==> src/rtl/uart_baud_pkg.sv <==
// Shared types and constants for the UART receive baud-tick scheduler.
//   baud_state_e  : controller states (IDLE / RUN / PEND)
//   MIN_DIV       : smallest legal divisor
//   *_DEF         : default parameter values for the top level
package uart_baud_pkg;

  localparam int unsigned CNT_WIDTH_DEF   = 17;
  localparam int unsigned DEFAULT_DIV_DEF = 27;
  localparam int unsigned OVERSAMPLE_DEF  = 16;
  localparam int unsigned MIN_DIV         = 2;

  typedef enum logic [1:0] {
    IDLE = 2'd0,
    RUN  = 2'd1,
    PEND = 2'd2
  } baud_state_e;

endpackage

==> src/rtl/uart_os_phase_cnt.sv <==
// Oversample phase counter: counts oversample ticks within one bit and
// raises bit_tick (registered) on the tick that ends the bit.
//   clk, rst_n : clock, synchronous active-low reset
//   tick_in    : an oversample tick is being issued this cycle
//   load_half  : realign phase to mid-bit (count = OVERSAMPLE/2)
//   clear      : force count to 0
//   bit_tick   : registered, aligned with the registered os_tick
module uart_os_phase_cnt
  import uart_baud_pkg::*;
#(
  parameter int unsigned OVERSAMPLE = OVERSAMPLE_DEF
) (
  input  logic clk,
  input  logic rst_n,
  input  logic tick_in,
  input  logic load_half,
  input  logic clear,
  output logic bit_tick
);

  localparam int unsigned OS_W = $clog2(OVERSAMPLE);

  logic [OS_W-1:0] os_cnt;

  // Phase count; clear beats realign beats a normal tick.
  always_ff @(posedge clk) begin
    if (!rst_n || clear) begin
      os_cnt   <= '0;
      bit_tick <= 1'b0;
    end else if (load_half) begin
      os_cnt   <= OS_W'(OVERSAMPLE / 2);
      bit_tick <= 1'b0;
    end else if (tick_in) begin
      if (os_cnt == OS_W'(OVERSAMPLE - 1)) begin
        os_cnt   <= '0;
        bit_tick <= 1'b1;
      end else begin
        os_cnt   <= os_cnt + OS_W'(1);
        bit_tick <= 1'b0;
      end
    end else begin
      bit_tick <= 1'b0;
    end
  end

endmodule

==> src/rtl/uart_baud_ctrl.sv <==
// Baud-rate tick scheduler for the UART receive path. Divides clk by a
// runtime-programmable divisor into oversample ticks, and groups those into
// mid-bit-aligned bit ticks. Divisor updates are taken through a
// valid/ready handshake and only applied at a tick boundary.
//   clk, rst_n           : clock, synchronous active-low reset
//   en                   : run enable
//   cfg_valid/cfg_div    : divisor offer;  cfg_ready: offer can be taken
//   cfg_err              : pulse, accepted divisor was < 2 and dropped
//   sync_req             : start edge seen, realign bit phase
//   os_tick / bit_tick   : one-cycle oversample / mid-bit ticks
//   active_div           : divisor in force;  busy: in RUN or PEND
//   div_clk              : debug square wave, only with BAUD_DIVCLK_EN
module uart_baud_ctrl
  import uart_baud_pkg::*;
#(
  parameter int unsigned CNT_WIDTH   = CNT_WIDTH_DEF,
  parameter int unsigned DEFAULT_DIV = DEFAULT_DIV_DEF,
  parameter int unsigned OVERSAMPLE  = OVERSAMPLE_DEF
) (
  input  logic                 clk,
  input  logic                 rst_n,
  input  logic                 en,
  input  logic                 cfg_valid,
  input  logic [CNT_WIDTH-1:0] cfg_div,
  output logic                 cfg_ready,
  output logic                 cfg_err,
  input  logic                 sync_req,
  output logic                 os_tick,
  output logic                 bit_tick,
  output logic [CNT_WIDTH-1:0] active_div,
  output logic                 busy
`ifdef BAUD_DIVCLK_EN
  ,
  output logic                 div_clk
`endif
);

  baud_state_e          state_q, state_d;
  logic [CNT_WIDTH-1:0] cnt_q, cnt_d;
  logic [CNT_WIDTH-1:0] pend_q, pend_d;
  logic [CNT_WIDTH-1:0] active_d;
  logic                 os_tick_d, cfg_err_d, cfg_ready_d, busy_d;
  logic                 tick_c, load_half_c, clear_c;
  logic                 accept_c, legal_c, term_c;

  assign accept_c = cfg_valid && cfg_ready;
  assign legal_c  = cfg_div >= CNT_WIDTH'(MIN_DIV);
  // active_div never drops below 2, so the subtraction cannot wrap.
  assign term_c   = cnt_q == (active_div - CNT_WIDTH'(1));

  // State and registered outputs.
  always_ff @(posedge clk) begin
    if (!rst_n) begin
      state_q    <= IDLE;
      cnt_q      <= '0;
      pend_q     <= CNT_WIDTH'(DEFAULT_DIV);
      active_div <= CNT_WIDTH'(DEFAULT_DIV);
      os_tick    <= 1'b0;
      cfg_err    <= 1'b0;
      cfg_ready  <= 1'b1;
      busy       <= 1'b0;
    end else begin
      state_q    <= state_d;
      cnt_q      <= cnt_d;
      pend_q     <= pend_d;
      active_div <= active_d;
      os_tick    <= os_tick_d;
      cfg_err    <= cfg_err_d;
      cfg_ready  <= cfg_ready_d;
      busy       <= busy_d;
    end
  end

  // Next-state, counter and output decode.
  always_comb begin
    state_d     = state_q;
    cnt_d       = cnt_q;
    pend_d      = pend_q;
    active_d    = active_div;
    os_tick_d   = 1'b0;
    cfg_err_d   = 1'b0;
    tick_c      = 1'b0;
    load_half_c = 1'b0;
    clear_c     = 1'b0;

    case (state_q)
      IDLE: begin
        cnt_d   = '0;
        clear_c = 1'b1;
        if (accept_c) begin
          if (legal_c) active_d  = cfg_div;
          else         cfg_err_d = 1'b1;
        end
        if (en) state_d = RUN;
      end

      RUN, PEND: begin
        if (!en) begin
          // Stop: flush any pending divisor straight into force.
          state_d = IDLE;
          cnt_d   = '0;
          clear_c = 1'b1;
          if (state_q == PEND) active_d = pend_q;
          if (accept_c) begin
            if (legal_c) active_d  = cfg_div;
            else         cfg_err_d = 1'b1;
          end
        end else begin
          cnt_d = cnt_q + CNT_WIDTH'(1);
          if (sync_req) begin
            // Realign suppresses any tick due this cycle.
            cnt_d       = '0;
            load_half_c = 1'b1;
            if (term_c && state_q == PEND) begin
              active_d = pend_q;
              state_d  = RUN;
            end
          end else if (term_c) begin
            cnt_d     = '0;
            os_tick_d = 1'b1;
            tick_c    = 1'b1;
            if (state_q == PEND) begin
              active_d = pend_q;
              state_d  = RUN;
            end
          end
          if (accept_c) begin
            if (legal_c) begin
              pend_d  = cfg_div;
              state_d = PEND;
            end else begin
              cfg_err_d = 1'b1;
            end
          end
        end
      end

      default: begin
        state_d = IDLE;
        cnt_d   = '0;
        clear_c = 1'b1;
      end
    endcase

    cfg_ready_d = state_d != PEND;
    busy_d      = state_d != IDLE;
  end

  uart_os_phase_cnt #(
    .OVERSAMPLE(OVERSAMPLE)
  ) u_os_phase (
    .clk      (clk),
    .rst_n    (rst_n),
    .tick_in  (tick_c),
    .load_half(load_half_c),
    .clear    (clear_c),
    .bit_tick (bit_tick)
  );

`ifdef BAUD_DIVCLK_EN
  // Debug-only square wave: flips at every oversample tick boundary.
  always_ff @(posedge clk) begin
    if (!rst_n)      div_clk <= 1'b0;
    else if (tick_c) div_clk <= ~div_clk;
  end
`endif

endmodule

==> config.mk <==
export PLATFORM = sky130hd
export DESIGN_NAME = uart_baud_ctrl
export DESIGN_NICKNAME = d
export VERILOG_FILES = /design/src/rtl/uart_baud_pkg.sv /design/src/rtl/uart_os_phase_cnt.sv /design/src/rtl/uart_baud_ctrl.sv
export SDC_FILE = /design/constraint.sdc
export NUM_CORES = 1
export LEC_CHECK = 0
export BUFFER_PORTS_ARGS = -buffer_cell sky130_fd_sc_hd__buf_2
export CAP_MARGIN = 20
export CORE_UTILIZATION = 25
export CTS_BUF_LIST = sky130_fd_sc_hd__clkbuf_16
export CTS_CLUSTER_SIZE = 10
export DETAILED_ROUTE_END_ITERATION = 10
export GPL_TIMING_DRIVEN = 0
export PLACE_DENSITY = 0.39
export SLEW_MARGIN = 30
export SYNTH_ARGS = -nofsm -noshare
export SYNTH_HDL_FRONTEND = slang
export SYNTH_SLANG_ARGS = --single-unit
==> constraint.sdc <==
create_clock -name clk -period 3.1 [get_ports clk]
set_clock_uncertainty 0.2 [all_clocks]
set_input_delay 0.62 -clock clk [delete_from_list [all_inputs] [get_ports clk]]
set_output_delay 0.62 -clock clk [all_outputs]
set_load 0.02 [all_outputs]
==> qor.yml <==
run_status:
  outcome: "complete, but fails checks"
  violations: "negative setup slack"
placed_design:
  place.gp.congestion: 0.7843
  io_buffers: 43
  dp.cells: 655
  hpwl_mm: 8.123
logic_synthesis:
  async_reset_ff_frac: 0
  syn_inst: 436
  yosysSeqAreaShare: 0.3575
  syn_area_sq_um: 3472
  ys_warn_count: 0
  synth-main-ff-cell: "dfxtp_1"
  synth.distinct_cells: 59
  syn_avg_cell_area_sq_um: 7.963
  syn-num-nets: 464
  ys_seq_elements: 62
  synth_edf_count: 0
detailed_routing:
  antenna_left: 0
  drt_wl_total_mm: 11.16
  remaining_drc_errors: 0
  vias_per_cell: 4.935
  dr.pass1.iters: 4
  vias: 3405
  wl_per_cell_um: 16.18
  drt-initial-drc-count: 113
cts:
  htreeDepth: 3
  cts_tree: "built"
  root_buffer: "clkbuf_16"
  cts_buffers: 9
  ctsLongestPathBuffers: 2
  cts_sinks: 62
  cts.reportedPaths.clkPinSlew_ns: 0.06
  clk_latency_ns: 0.34
sta:
  slew_headroom: 0.5708
  finalHoldViolations: 0
  max_freq_mhz: 290.8
  final-setup-viol-count: 36
  rsz0062_at_grt: "yes"
  fin_ws_ns: -0.3392
  fin_crit_sh: 1.109
  setup_tns_ns: -6.876
  period_needed_ns: 3.439
  timing.hold.ws_ns: 0.2634
  slew_violations: 0
  worst_pin_slew_ns: 0.6380
power_and_ir_drop:
  p_per_area_nw_per_um2: 541.3
  peakVddDrop_uv: 288.8
  p_leak_nw: 1.793
critical_path:
  setup.worst_path.end_class: "flip-flop"
  critPathArrivalTime_ns: 3.46
  critical-path-max-stage-delay_ns: 0.60
  required_ns: 3.12
  setup.worst_path.class: "reg -> reg"
  critPathLaunchType: "flip-flop"
  crit_chain: "or4_4 -> or3_4 -> o31ai_4 -> nand4_1 -> or4_4 -> buf_8 -> a211oi_4 -> buf_6 -> o22ai_1"
  cpMaxStageDelayCell: "or4_4"
  critPathMaxFanout: 6
  cpMostUsedCell: "or4_4"
layout:
  fin_nets: 537
  final_util: 0.3518
  final_layout_size_suffix_gt1_frac: 0.2549
  area_growth_pct: 35.78
  layout.cells.non_filler: 690
  insertedDiodeCount: 0
floorplan:
  initial_core_util: 0.2591
  die_width_um: 119.9
  fp.dieH_um: 119.9
  num_rows: 42
  die_area_sq_um: 14360
  ioPinCount: 44
  core_sq_um: 13400
job:
  cap_violations: 0
global_route:
  grt_usage: 0.1649
  grt_pass1_wl_mm: 17.88
  grt_pass1_vias: 3354
  grt_start_max_net_pins: 11
  antenna_found_initial: 0
  gr-total-overflow: 0
min_path:
  hp-class: "reg -> reg"
routing by layer:
metal,wire (um),GRT usage,part of all wire,up-vias
met4,399,0.09844,0.036,0
li1,-,-,-,1718
met5,0,0,0,-
met3,301,0.02899,0.027,22
met1,5331,0.2103,0.48,1617
met2,5130,0.2594,0.46,48
registers in the layout, indices dropped and copies added, names as in the netlist:
name / count
pend_q: 17
os_tick: 1
cnt_q: 17
busy: 1
u_os_phase.os_cnt: 4
u_os_phase.bit_tick: 1
cfg_ready: 1
cfg_err: 1
active_div: 17
state_q: 2
per-stage QoR:
stage	total power, mW	instance area [sq um]	worst slack [ns]
floorplan	1.227	3512	-0.2146
global placement	1.393	3948	-1.161
detailed placement	1.395	3948	-1.164
CTS	2.538	4543	-0.3590
global route	2.665	4715	-0.4282
finish	2.552	4715	-0.3392
power breakdown:
group | internal, mW | total [mW] | switching, mW
Combinational | 0.237 | 0.578 | 0.341
Sequential | 0.841 | 0.903 | 0.0623
Clock | 0.692 | 1.07 | 0.378
cell type report:
type,instances,area [sq um]
clock buffers,9,225.2
multi-input cells,333,2288
well taps,176,220.2
inverters,16,65.06
flip-flops and latches,62,1252
repair buffers,64,432.9
fillers,1461,8686
clock inverters,7,82.58
plain buffers,23,147.6
cell families (layout without fill, tap and decap cells):
kind of cell | after synthesis | in the layout | share of synthesized area
and+or+nand+nor | 193 | 193 | 0.2764
AOI/OAI and AO/OA | 98 | 98 | 0.2011
DFF | 62 | 62 | 0.3575
buffers and inverters | 41 | 119 | 0.05153
xor gates and xnor gates | 33 | 33 | 0.08324
adders and majority gates | 6 | 6 | 0.02162
muxes | 3 | 3 | 0.008649
cells in the mapped netlist (2+ instances only):
library cell  count  area, sq um
o21a_1            2        15.01
nor2_1           39        146.4
clkbuf_1         16        60.06
and3_1           10        62.56
nand2_1          52        195.2
o211ai_1          5        37.54
o221ai_1          2        17.52
a21boi_0         15        112.6
a31oi_1          13        81.33
xnor2_1          16        140.1
a211o_1           6        52.55
o22ai_1          13        81.33
and2_1            3        18.77
nor4_1           11        68.82
dfxtp_1          62         1241
buf_6             2        22.52
or4_4             2        22.52
or3_1             4        25.02
nand3_1          31        155.2
xor2_1           17        148.9
o21ai_0           8        40.04
buf_2             5        25.02
mux2i_1           3        30.03
nor2b_1          16        100.1
nand2b_1          3        18.77
nor3_1            6        30.03
o311ai_0          5        43.79
ha_1              6        75.07
inv_1            16        60.06
a21oi_1          11        55.05
nand4_1           8        50.05
worst max-delay path: cells and delay by family (launching register included):
family | cells | cell delay (ns)
AO/OA/AOI/OAI | 3 | 0.68
AND/OR/NAND/NOR | 4 | 1.73
buffers and inverters | 2 | 0.33
flip-flops | 1 | 0.38
cell usage in the layout (no fill, tap or decap), drive strengths merged, types with 2 or more instances in the layout:
cell	instances
a211o	6
a211oi	2
a21boi	15
a21oi	11
a31oi	13
and2	4
and3	10
buf	71
bufinv	2
clkbuf	25
dfxtp	62
ha	6
inv	19
mux2i	3
nand2	52
nand2b	3
nand3	31
nand4	8
nor2	39
nor2b	16
nor3	6
nor4	11
o211ai	5
o21a	2
o21ai	9
o221ai	2
o22ai	13
o311ai	5
o31ai	2
or3	4
or4	3
xnor2	16
xor2	17
timing repair:
| action | in CTS | in global routing |
|---|---|---|
| pin swaps | 20 | 12 |
| resized for setup | 36 | 33 |
| setup endpoints to repair | 44 | 43 |
| setup buffers | 15 | 6 |
| hold buffers | 0 | 0 |
| gates cloned | 2 | 0 |
worst paths after layout:
| path | endpoint | start | depth (start not counted) | slack, ns |
|---|---|---|---|---|
| setup / recovery | active_div[12] | active_div[8] | 9 | -0.34 |
| hold / removal | pend_q[10] | pend_q[10] | 2 | 0.26 |
| setup reg to reg | active_div[12] | active_div[8] | 9 | -0.34 |
| hold reg to reg | pend_q[10] | pend_q[10] | 2 | 0.26 |
(Power assumes the default switching activity.)
